## src/rtl/lcd_timing_ctrl.sv

```systemverilog
// lcd_timing_ctrl: pixel clock-enable divider plus H/V timing (sync, data-enable, coordinates)
module lcd_timing_ctrl #(
    parameter int H_ACTIVE    = 800,
    parameter int H_FP        = 40,
    parameter int H_SYNC      = 48,
    parameter int H_BP        = 40,
    parameter int V_ACTIVE    = 480,
    parameter int V_FP        = 13,
    parameter int V_SYNC      = 3,
    parameter int V_BP        = 32,
    parameter int DIV_DEFAULT = 3
) (
    input  logic        clk,
    input  logic        reset,
    input  logic        enable,
    input  logic [3:0]  cfg_div,
    input  logic        cfg_valid,
    output logic        cfg_ready,
    output logic        pix_ce,
    output logic        frame_start,
    output logic        hs,
    output logic        vs,
    output logic        de,
    output logic [10:0] x,
    output logic [9:0]  y
);
    localparam logic [10:0] HT1 = 11'(H_ACTIVE + H_FP + H_SYNC + H_BP - 1);
    localparam logic [10:0] HA  = 11'(H_ACTIVE);
    localparam logic [10:0] HS0 = 11'(H_ACTIVE + H_FP);
    localparam logic [10:0] HS1 = 11'(H_ACTIVE + H_FP + H_SYNC - 1);
    localparam logic [9:0]  VT1 = 10'(V_ACTIVE + V_FP + V_SYNC + V_BP - 1);
    localparam logic [9:0]  VA  = 10'(V_ACTIVE);
    localparam logic [9:0]  VS0 = 10'(V_ACTIVE + V_FP);
    localparam logic [9:0]  VS1 = 10'(V_ACTIVE + V_FP + V_SYNC - 1);
    logic [3:0]  dcnt, div, pend_div;
    logic        pending, ce_n, h_wrap, fs_n;
    logic [10:0] hcnt, h_n;
    logic [9:0]  vcnt, v_n;
    // next counter values; sync/de are registered from these so they stay coherent with x/y
    always_comb begin
        ce_n   = enable && dcnt == div - 4'd1;
        h_wrap = hcnt == HT1;
        h_n    = ce_n ? (h_wrap ? '0 : hcnt + 11'd1) : hcnt;
        v_n    = ce_n && h_wrap ? (vcnt == VT1 ? '0 : vcnt + 10'd1) : vcnt;
        fs_n   = ce_n && h_wrap && vcnt == VT1;
    end
    assign cfg_ready = !pending;
    assign x = hcnt;
    assign y = vcnt;
    always_ff @(posedge clk) begin
        if (reset) begin
            dcnt        <= '0;
            div         <= 4'(DIV_DEFAULT);
            pend_div    <= 4'(DIV_DEFAULT);
            pending     <= 1'b0;
            hcnt        <= HT1;
            vcnt        <= VT1;
            pix_ce      <= 1'b0;
            frame_start <= 1'b0;
            hs          <= 1'b1;
            vs          <= 1'b1;
            de          <= 1'b0;
        end else begin
            dcnt        <= (ce_n || !enable) ? '0 : dcnt + 4'd1;
            pix_ce      <= ce_n;
            frame_start <= fs_n;
            hcnt        <= h_n;
            vcnt        <= v_n;
            hs          <= !(h_n >= HS0 && h_n <= HS1);
            vs          <= !(v_n >= VS0 && v_n <= VS1);
            de          <= h_n < HA && v_n < VA;
            // a pending divider lands on the frame wrap (dcnt is already 0 there) or at once when idle
            if (pending && (fs_n || !enable)) begin
                div     <= pend_div;
                pending <= 1'b0;
            end else if (cfg_valid && !pending) begin
                pend_div <= cfg_div == 4'd0 ? 4'd1 : cfg_div;
                pending  <= 1'b1;
            end
        end
    end
endmodule
```

## config.mk

```make
export PLATFORM = sky130hd
export DESIGN_NAME = lcd_timing_ctrl
export DESIGN_NICKNAME = d
export VERILOG_FILES = /design/src/rtl/lcd_timing_ctrl.sv
export SDC_FILE = /design/constraint.sdc
export NUM_CORES = 1
export LEC_CHECK = 0
export CORE_ASPECT_RATIO = 0.8
export CORE_MARGIN = 4
export CORE_UTILIZATION = 57
export CTS_CLUSTER_DIAMETER = 200
export DETAILED_ROUTE_END_ITERATION = 7
export MAX_ROUTING_LAYER = met4
export PLACE_DENSITY = 0.87
export SLEW_MARGIN = 15
export SYNTH_ARGS = -nofsm -noshare
export SYNTH_HDL_FRONTEND = slang
export SYNTH_SLANG_ARGS = --single-unit
```

## constraint.sdc

```tcl
create_clock -name clk -period 3.9 [get_ports clk]
set_input_delay 0.39 -clock clk [delete_from_list [all_inputs] [get_ports clk]]
set_output_delay 0.39 -clock clk [all_outputs]
set_load 0.005 [all_outputs]
```

==> metrics <==
outcome finished, final reports clean; Synth Instances 247; Pwr Density 364 nW/um^2; post-cts sizing count 0; DIE HEIGHT 62.7 um; worst vdd ir 0.000352 V; top cells by area, synth dfxtp_1, nor2_1, nand2_1; GR Util met3 0.0504; register area share after synthesis 0.366; Longest Clk Path Bufs 2; setup bufs post-CTS 0; CP max-delay cell nor4b_4; core footprint between 3000 and 4000 sq um; fmax between 300 and 400 MHz; RSZ-0062 raised after global routing no; Antenna Nets Post-Route 0; clk slew on worst S/H paths 60 ps; share of layout cells above drive strength 1 0.0791; Final nets 289; Async S/R FF share, synth 0; CTS Hold Bufs 0; hold slack ~500 ps; Setup crit end div[3]$_SDFFE_PP0P_; GPL Wtd Cong 0.894; largest net degree at the start of global routing 21; most numerous cell in the Yosys netlist dfxtp_1; synth warn 0; Net Count, Synth 259; Clock H-tree levels 2; Slew @ Worst Pin 667 ps; Die X 76.4 um; Setup Crit Path Kind register to register; met2 usage in global routing 0.322; Tcrit/Tclk final 0.711; Max Cap Viol 0; WP data arrival roughly 2900 ps; design area 2560 sq um; layer with the highest usage met2; Fin. Hold Viols 0; DRC 0; WP data required a little over 4000 ps; CTS tree done; Register-to-Register Path Depth 8; cell type with the largest total area after synthesis dfxtp_1; reg-to-reg critical path endpoint div[3]$_SDFFE_PP0P_; Starting Density 0.606; Critical R2R Launch x[0]$_SDFF_PP1_; R2R setup slack 1130 ps; vias in the first global route between 1500 and 2000; first-pass GRT wire length 8230 um; met1 Use GR 0.291; Post-DP HPWL ~3500 um; GR Util All Layers 0.219; Leak Pwr 1.02 nW; Clock Sinks 39; PortBufs 34; 1st-iter DRT viols 312; fin. max-slew vios 0; initial antenna violation count 0; post-route minimum period approximately 2800 ps; HP Class register to register; final wirelength 4840 um; Setup-failing EPs final 0; row count 19; TritonRoute pass-1 iters 5; CP Capture Type register; CTS Buf Count 5; post-synth top area share 0.366; CP bufs+invs 0; setup TNS 0 ps; vias 1897; Critical Path Start Type register; Slew headroom 0.554; EDFF count, synth 0; crit path launch x[0]$_SDFF_PP1_; FF+latch count, synth 39; grt ovf 0; crit path cell chain ha_1 > and4_1 > nor4b_4 > nand4_2 > o21ai_0 > nand2_1 > mux2i_1 > nor2_1; Vias/cell 5.93; mean post-synth cell area between 8 and 9 sq um; fin util 0.727; Synth Flop Type dfxtp_1; clock root cell clkbuf_8; clk_skew 13.3 ps; Worst path depth 8; I/O Pins 35; Antenna diodes 0; Crit path max-delay family simple AND/OR/NAND/NOR gates; Synth cell types 54; die footprint 4790 sq um; Area after DPL about 2500 sq um; synth cell count leaders dfxtp_1, nor2_1, nand2_1; slowest stage delay, CP approximately 430 ps; Synth Cell Area 2130 sq um; insertion delay to the later sink of the worst-skew pair ~300 ps; wire per inst between 15 and 20 um; Layout area overhead 20.1%; Crit Path Max Fanout 17
## registers in the layout, indices dropped and copies added, names as in the netlist
| register | flops |
|---|---|
| vs | 1 |
| x | 11 |
| pix_ce | 1 |
| de | 1 |
| pending | 1 |
| frame_start | 1 |
| dcnt | 4 |
| y | 10 |
| pend_div | 4 |
| hs | 1 |
| div | 4 |
## cells in the final DEF (no fill, tap or decap), types with 4 or more instances in the layout
| master | instances |
|---|---|
| nand3b_1 | 4 |
| nand2b_1 | 5 |
| o21ai_0 | 12 |
| inv_1 | 8 |
| mux2i_1 | 6 |
| xnor2_1 | 10 |
| o211ai_1 | 5 |
| ha_1 | 4 |
| dfxtp_1 | 39 |
| nand3_1 | 9 |
| nand4_1 | 5 |
| clkdlybuf4s50_1 | 34 |
| nor2_1 | 26 |
| clkbuf_8 | 5 |
| and3_1 | 7 |
| a21oi_1 | 7 |
| nor3_1 | 8 |
| nand2_1 | 24 |
## final cells by class
cell class | instances | area [sq um]
Clock inverter | 1 | 5.00
Inverter | 8 | 30.0
Multi-Input combinational cell | 189 | 1270
Clock buffer | 7 | 76.3
Timing Repair Buffer | 34 | 340
Fill cell | 283 | 960
Tap cell | 42 | 52.6
Sequential cell | 39 | 781
## per-layer routing
| metal | vias to the layer above | wire length (um) |
|---|---|---|
| met5 | - | 0 |
| met4 | 0 | 99 |
| met3 | 10 | 371 |
| met2 | 71 | 2140 |
| met1 | 870 | 2240 |
| li1 | 946 | - |
## worst min-delay path by stage
stage	from	end	slack [ps]	cells past startpoint
after global placement	dcnt[0]$_SDFF_PP0_	dcnt[0]$_SDFF_PP0_	470	1
after CTS	pend_div[1]$_SDFFE_PP1P_	pend_div[1]$_SDFFE_PP1P_	500	2
after floorplan	dcnt[0]$_SDFF_PP0_	dcnt[0]$_SDFF_PP0_	440	1
after global routing	pend_div[0]$_SDFFE_PP1P_	pend_div[0]$_SDFFE_PP1P_	530	2
after detailed placement	pend_div[1]$_SDFFE_PP1P_	pend_div[1]$_SDFFE_PP1P_	480	2
final	dcnt[0]$_SDFF_PP0_	dcnt[0]$_SDFF_PP0_	500	1
## logic make-up (layout without fill, tap and decap cells)
kind of cell,Yosys count,count (layout),synth area share
and+or+nand+nor,119,119,0.323
muxes,7,7,0.0335
AOI/OAI and AO/OA,43,43,0.137
buffers and inverters,19,50,0.0358
xor gates and xnor gates,16,16,0.0804
DFF,39,39,0.366
adders and majority gates,4,4,0.0235
## report_power, final
group	total (mW)	switching, mW	internal [mW]
Sequential	0.442	0.0255	0.417
Combinational	0.226	0.122	0.104
Clock	0.264	0.139	0.125
Total	0.932	0.286	0.646
## metrics by stage
step           cells  worst slack, ps  power (mW)
6_report         320             1130       0.932
3_5_place_dp     312             1140       0.672
5_1_grt          320              785       0.977
3_3_place_gp     312             1190       0.668
2_1_floorplan    247             1430       0.605
4_1_cts          320             1130       0.934
## worst register-to-register path, cell delays in order, from the launching register on
cell and delay (ps):
dfxtp_1 400, ha_1 210, and4_1 340, nor4b_4 430
nand4_2 410, o21ai_0 380, nand2_1 220, mux2i_1 190
nor2_1 50
Note: power is estimated with default switching activity, not from simulation.
==> edit 1 (same flow settings) <==
Reset style: asynchronous (`reset`), changed in one clocked block.
--- a/src/rtl/lcd_timing_ctrl.sv
+++ b/src/rtl/lcd_timing_ctrl.sv
@@ -47,7 +47,7 @@
     assign cfg_ready = !pending;
     assign x = hcnt;
     assign y = vcnt;
-    always_ff @(posedge clk) begin
+    always_ff @(posedge clk or posedge reset) begin
         if (reset) begin
             dcnt        <= '0;
             div         <= 4'(DIV_DEFAULT);
Behaviour: differs if reset is asserted again (counterexample within 4 cycles, from zero or initial values and one cycle with reset high); with reset held inactive, the same outputs for 10 cycles.
==> edit 1 against the original RTL <==
Wire length shrank 2.0%; largest cell class unchanged; count of clock-buffer cells in the layout shrank 1; first-iteration DRC count shrank 43%; critical path depth is the same; largest power group unchanged; total power grew 35%; sequential cell count is the same; area after synthesis grew 3.3%; final cell count shrank 5.9%; combinational power grew 45%; setup slack lost 0.27 ns; cell area grew 4.9%; clock skew shrank 0.0035 ns.
==> edit 1: results (changes against the original RTL) <==
status=finished clean; Via density=6.080 (+2.6%); instance area after placement=0.002551 mm2 (+3.0%); gpl congestion=0.9016 (+0.81%); fraction of met3 tracks used by global routing=4.274% (-0.77 points); number of DRC markers in iteration 0=177 (-43%); average instance area after synthesis=9.875 um2 (+14%); gr usage total=20.99% (-0.94 points); met1 track utilization from global routing=28.13% (-0.98 points); placed insts=293 (-6.1%); wire length of the first global-routing pass=7.941 mm (-3.5%); Filler Cell Count=251 (-11%); arrival time of the worst setup path=3.25 ns (+0.32 ns); post-synthesis compound-gate area fraction=8.750% (-5.0 points); cell at the slowest stage of the critical path=nor4_2; Worst path top cell family by delay=simple AND/OR/NAND/NOR gates; syn_nets=235 (-9.3%); vias in the first global route=1676 (-3.3%); placed wire-length estimate=3.418 mm (-1.4%); layout cell share with drive strength beyond 1=19.31% (+11 points); max reg flops=11 (unchanged); maximum buffer depth of the clock tree=2 (unchanged); number of detailed-routing iterations run before antenna repair=4 (-1); routed wire length=4.746 mm (-2.0%); adder and majority gate portion of the synthesized area=2.273% (-0.076 points); worst-case setup slack after placement=0.9109 ns (-0.2266 ns); skew final=0.009799 ns (-0.003458 ns); count of cells resized by post-cts repair=0 (unchanged); vias after detailed routing=1830 (-3.5%); biggest area contributors in the synthesized netlist=dfrtp_1 (23%), dfstp_2 (23%), nand2_1 (5.1%); Global Route met2 Usage=31.25% (-0.99 points); Synth cell types=50 (-7.4%); largest voltage drop on the vdd net=0.4489 mV (+28%); reported sequential group power=0.000539 W (+22%); proportion of synthesized area in mux cells=4.773% (+1.4 points); fraction of synthesis flops using an asynchronous set or reset pin=100.0% (+100 points); Worst-Margin Slew=0.9672 ns (+0.3006 ns); pin count of the biggest net entering global routing=40 (+90%); combinational share of power=26.0% (+1.8 points); leading cell types by count after synthesis=nand2_1 (30), dfrtp_1 (20), dfstp_2 (19); Seq/Total Area, Yosys=45.40% (+8.8 points); largest fanout of any net on the critical path=12 (-5); hold path depth=2 (+1); Synth Area in XOR/XNOR=8.580% (+0.53 points); cell-internal power=0.0008897 W (+38%); maximum cell stage delay along the critical path=0.85 ns (+0.42 ns); final layout net count=270 (-6.6%); standby leakage power=1.103 nW (+7.7%)
[edit 1: changes by cell type after synthesis, sizes merged, moves of 6 or more]
cell / unedited run / this run
dfxtp: 39 / 0
dfstp: 0 / 19
mux2: 1 / 9
nand2: 24 / 31
dfrtp: 0 / 20
nand3: 9 / 18
nor2: 27 / 13
mux2i: 6 / 0
[edit 1: worst min-delay path, delay by kind of cell (launching register included)]
kind	cells	cell delay [ns]
DFF	1	0.39
and+or+nand+nor	2	0.10
[edit 1: through the flow]
stage                     total power, W  hold WS (ns)
after floorplan                0.0007662        0.4557
after global placement         0.0008529        0.4623
after detailed placement       0.0008688        0.4748
after CTS                       0.001268        0.4854
after global routing            0.001322        0.5082
final                           0.001263        0.4876
[edit 1: path summary, 6_finish.rpt]
check	from	to	slack (ns)
max in group asynchronous	reset	vs$_DFF_PP1_	3.04
setup reg to reg	x[0]$_DFF_PP1_	de$_DFF_PP0_	0.85
hold reg to reg	x[1]$_DFF_PP1_	x[1]$_DFF_PP1_	0.49
min in group asynchronous	reset	pend_div[2]$_DFFE_PP0P_	0.51
setup / recovery	x[0]$_DFF_PP1_	de$_DFF_PP0_	0.85
hold / removal	x[1]$_DFF_PP1_	x[1]$_DFF_PP1_	0.49
[edit 1: cell type report]
class,instances,area [um2],area share [%]
clock inverter,2,60.06,2.238
timing repair buffer,35,347.8,12.96
multi-input combinational,168,1117,41.63
inverter,9,33.78,1.259
clock buffer,6,72.57,2.704
sequential,39,999.7,37.25
tap,42,52.55,1.958
[edit 1: routing by layer]
layer / part of all wire, % / wire length [um]
met5: 0 / 0
met4: 2.1 / 101
met3: 6.1 / 291
met2: 46 / 2195
met1: 45 / 2158
==> edit 2 (same settings) <==
Without the edit above. Change the parameter `H_FP` from 40 to 20.
--- a/src/rtl/lcd_timing_ctrl.sv
+++ b/src/rtl/lcd_timing_ctrl.sv
@@ -1,7 +1,7 @@
 // lcd_timing_ctrl: pixel clock-enable divider plus H/V timing (sync, data-enable, coordinates)
 module lcd_timing_ctrl #(
     parameter int H_ACTIVE    = 800,
-    parameter int H_FP        = 40,
+    parameter int H_FP        = 20,
     parameter int H_SYNC      = 48,
     parameter int H_BP        = 40,
     parameter int V_ACTIVE    = 480,
Check against the original RTL: not equivalent (Yosys sat finds a counterexample within 4 cycles, from zero or initial values and one cycle with reset high).
==> edit 2 against the original RTL <==
Sequential cell count unchanged; combinational power decreased by 24%; sequential share of layout area up 1.2 points; critical endpoint is now vs$_SDFF_PP1_; wire length shrank 1.2%; die area is 6.3% lower; setup slack got worse by 0.18 ns; total power grew 2.7%; cell area shrank 3.9%; area after synthesis is 7.1% lower; highest routed layer unchanged.
==> edit 2: results (changes against the original RTL) <==
status=finished clean; pin count of the biggest net entering global routing=20 (-4.8%); H-tree level count=2 (unchanged); comb pwr=0.000171 W (-24%); vias after detailed routing=1866 (-1.6%); layout cell share with drive strength beyond 1=7.605% (-0.31 points); power consumption=0.0009570 W (+2.7%); skew final=0.009033 ns (-0.004224 ns); final layout net count=274 (-5.2%); Routed wire per std cell=15.79 um (+4.3%); post-synthesis compound-gate area fraction=11.38% (-2.4 points); number of DRC markers in iteration 0=180 (-42%); largest voltage drop on the vdd net=0.2680 mV (-24%); Filler Cell Count=234 (-17%); register-to-register path setup slack=0.95 ns (-0.18 ns); multi-input combinational gate total=171 (-9.5%); Final clock-cell share=4.781% (+1.6 points); largest fanout of any net on the critical path=19 (+2); cell at the slowest stage of the critical path=xor3_1; adder and majority gate portion of the synthesized area=2.528% (+0.18 points); Synth Area in XOR/XNOR=8.281% (+0.24 points); Worst-Margin Slew=0.7044 ns (+0.03775 ns); Synth cell types=46 (-15%); Seq/Total Area, Yosys=39.44% (+2.8 points); vias in the first global route=1727 (-0.40%); gpl congestion=0.9730 (+8.8%); critical path launch point=div[0]$_SDFFE_PP1P_; standby leakage power=0.9465 nW (-7.6%); maximum cell stage delay along the critical path=0.47 ns (+0.04 ns); wire length of the first global-routing pass=7.914 mm (-3.9%); syn_nets=241 (-6.9%); share of total power consumed by net switching=27.02% (-3.7 points); placed wire-length estimate=3.204 mm (-7.6%); leading cell types by count after synthesis=dfxtp_1 (39), nor2_1 (26), nand2_1 (23); number of cells on the worst reg-to-reg path=9 (+1); bufs w/o clock=35 (+2.9%); non-clock inverter count=10 (+2); end point of the critical path=vs$_SDFF_PP1_; sequential fraction of total cell area=31.74% (+1.2 points); biggest area contributors in the synthesized netlist=dfxtp_1 (39%), nor2_1 (4.9%), nand2_1 (4.4%); gr usage total=23.78% (+1.8 points); Layout clock buffers=6 (-1); arrival time of the worst setup path=3.12 ns (+0.19 ns)
[edit 2: changes by cell type in the layout (fill, tap and decap cells not counted), sizes merged, moves of 3 or more]
cell    change
nand4       +3
nand3b      -3
xor2        +4
o211ai      -3
xnor2       -3
nand2b      -5
and3        -3
o21ai       -4
[edit 2: through the flow]
stage | area (um2) | hold WS [ns] | setup WS [ns] | std cells | util (%)
2_1_floorplan | 1979 | 0.4408 | 1.455 | 229 | -
3_3_place_gp | 2342 | 0.4642 | 1.164 | 295 | 73.24
3_5_place_dp | 2342 | 0.4728 | 1.051 | 295 | 73.24
4_1_cts | 2460 | 0.4939 | 0.9904 | 303 | 76.92
5_1_grt | 2460 | 0.5154 | 0.8121 | 303 | 76.92
6_report | 2460 | 0.4894 | 0.9468 | 303 | 76.92
[edit 2: per-layer routing]
metal,wire length (um),vias to the layer above,track usage (%)
li1,-,880,-
met3,572,8,7.119
met4,70,0,9.044
met2,2114,136,33.59
met5,0,-,-
met1,2026,842,31.88
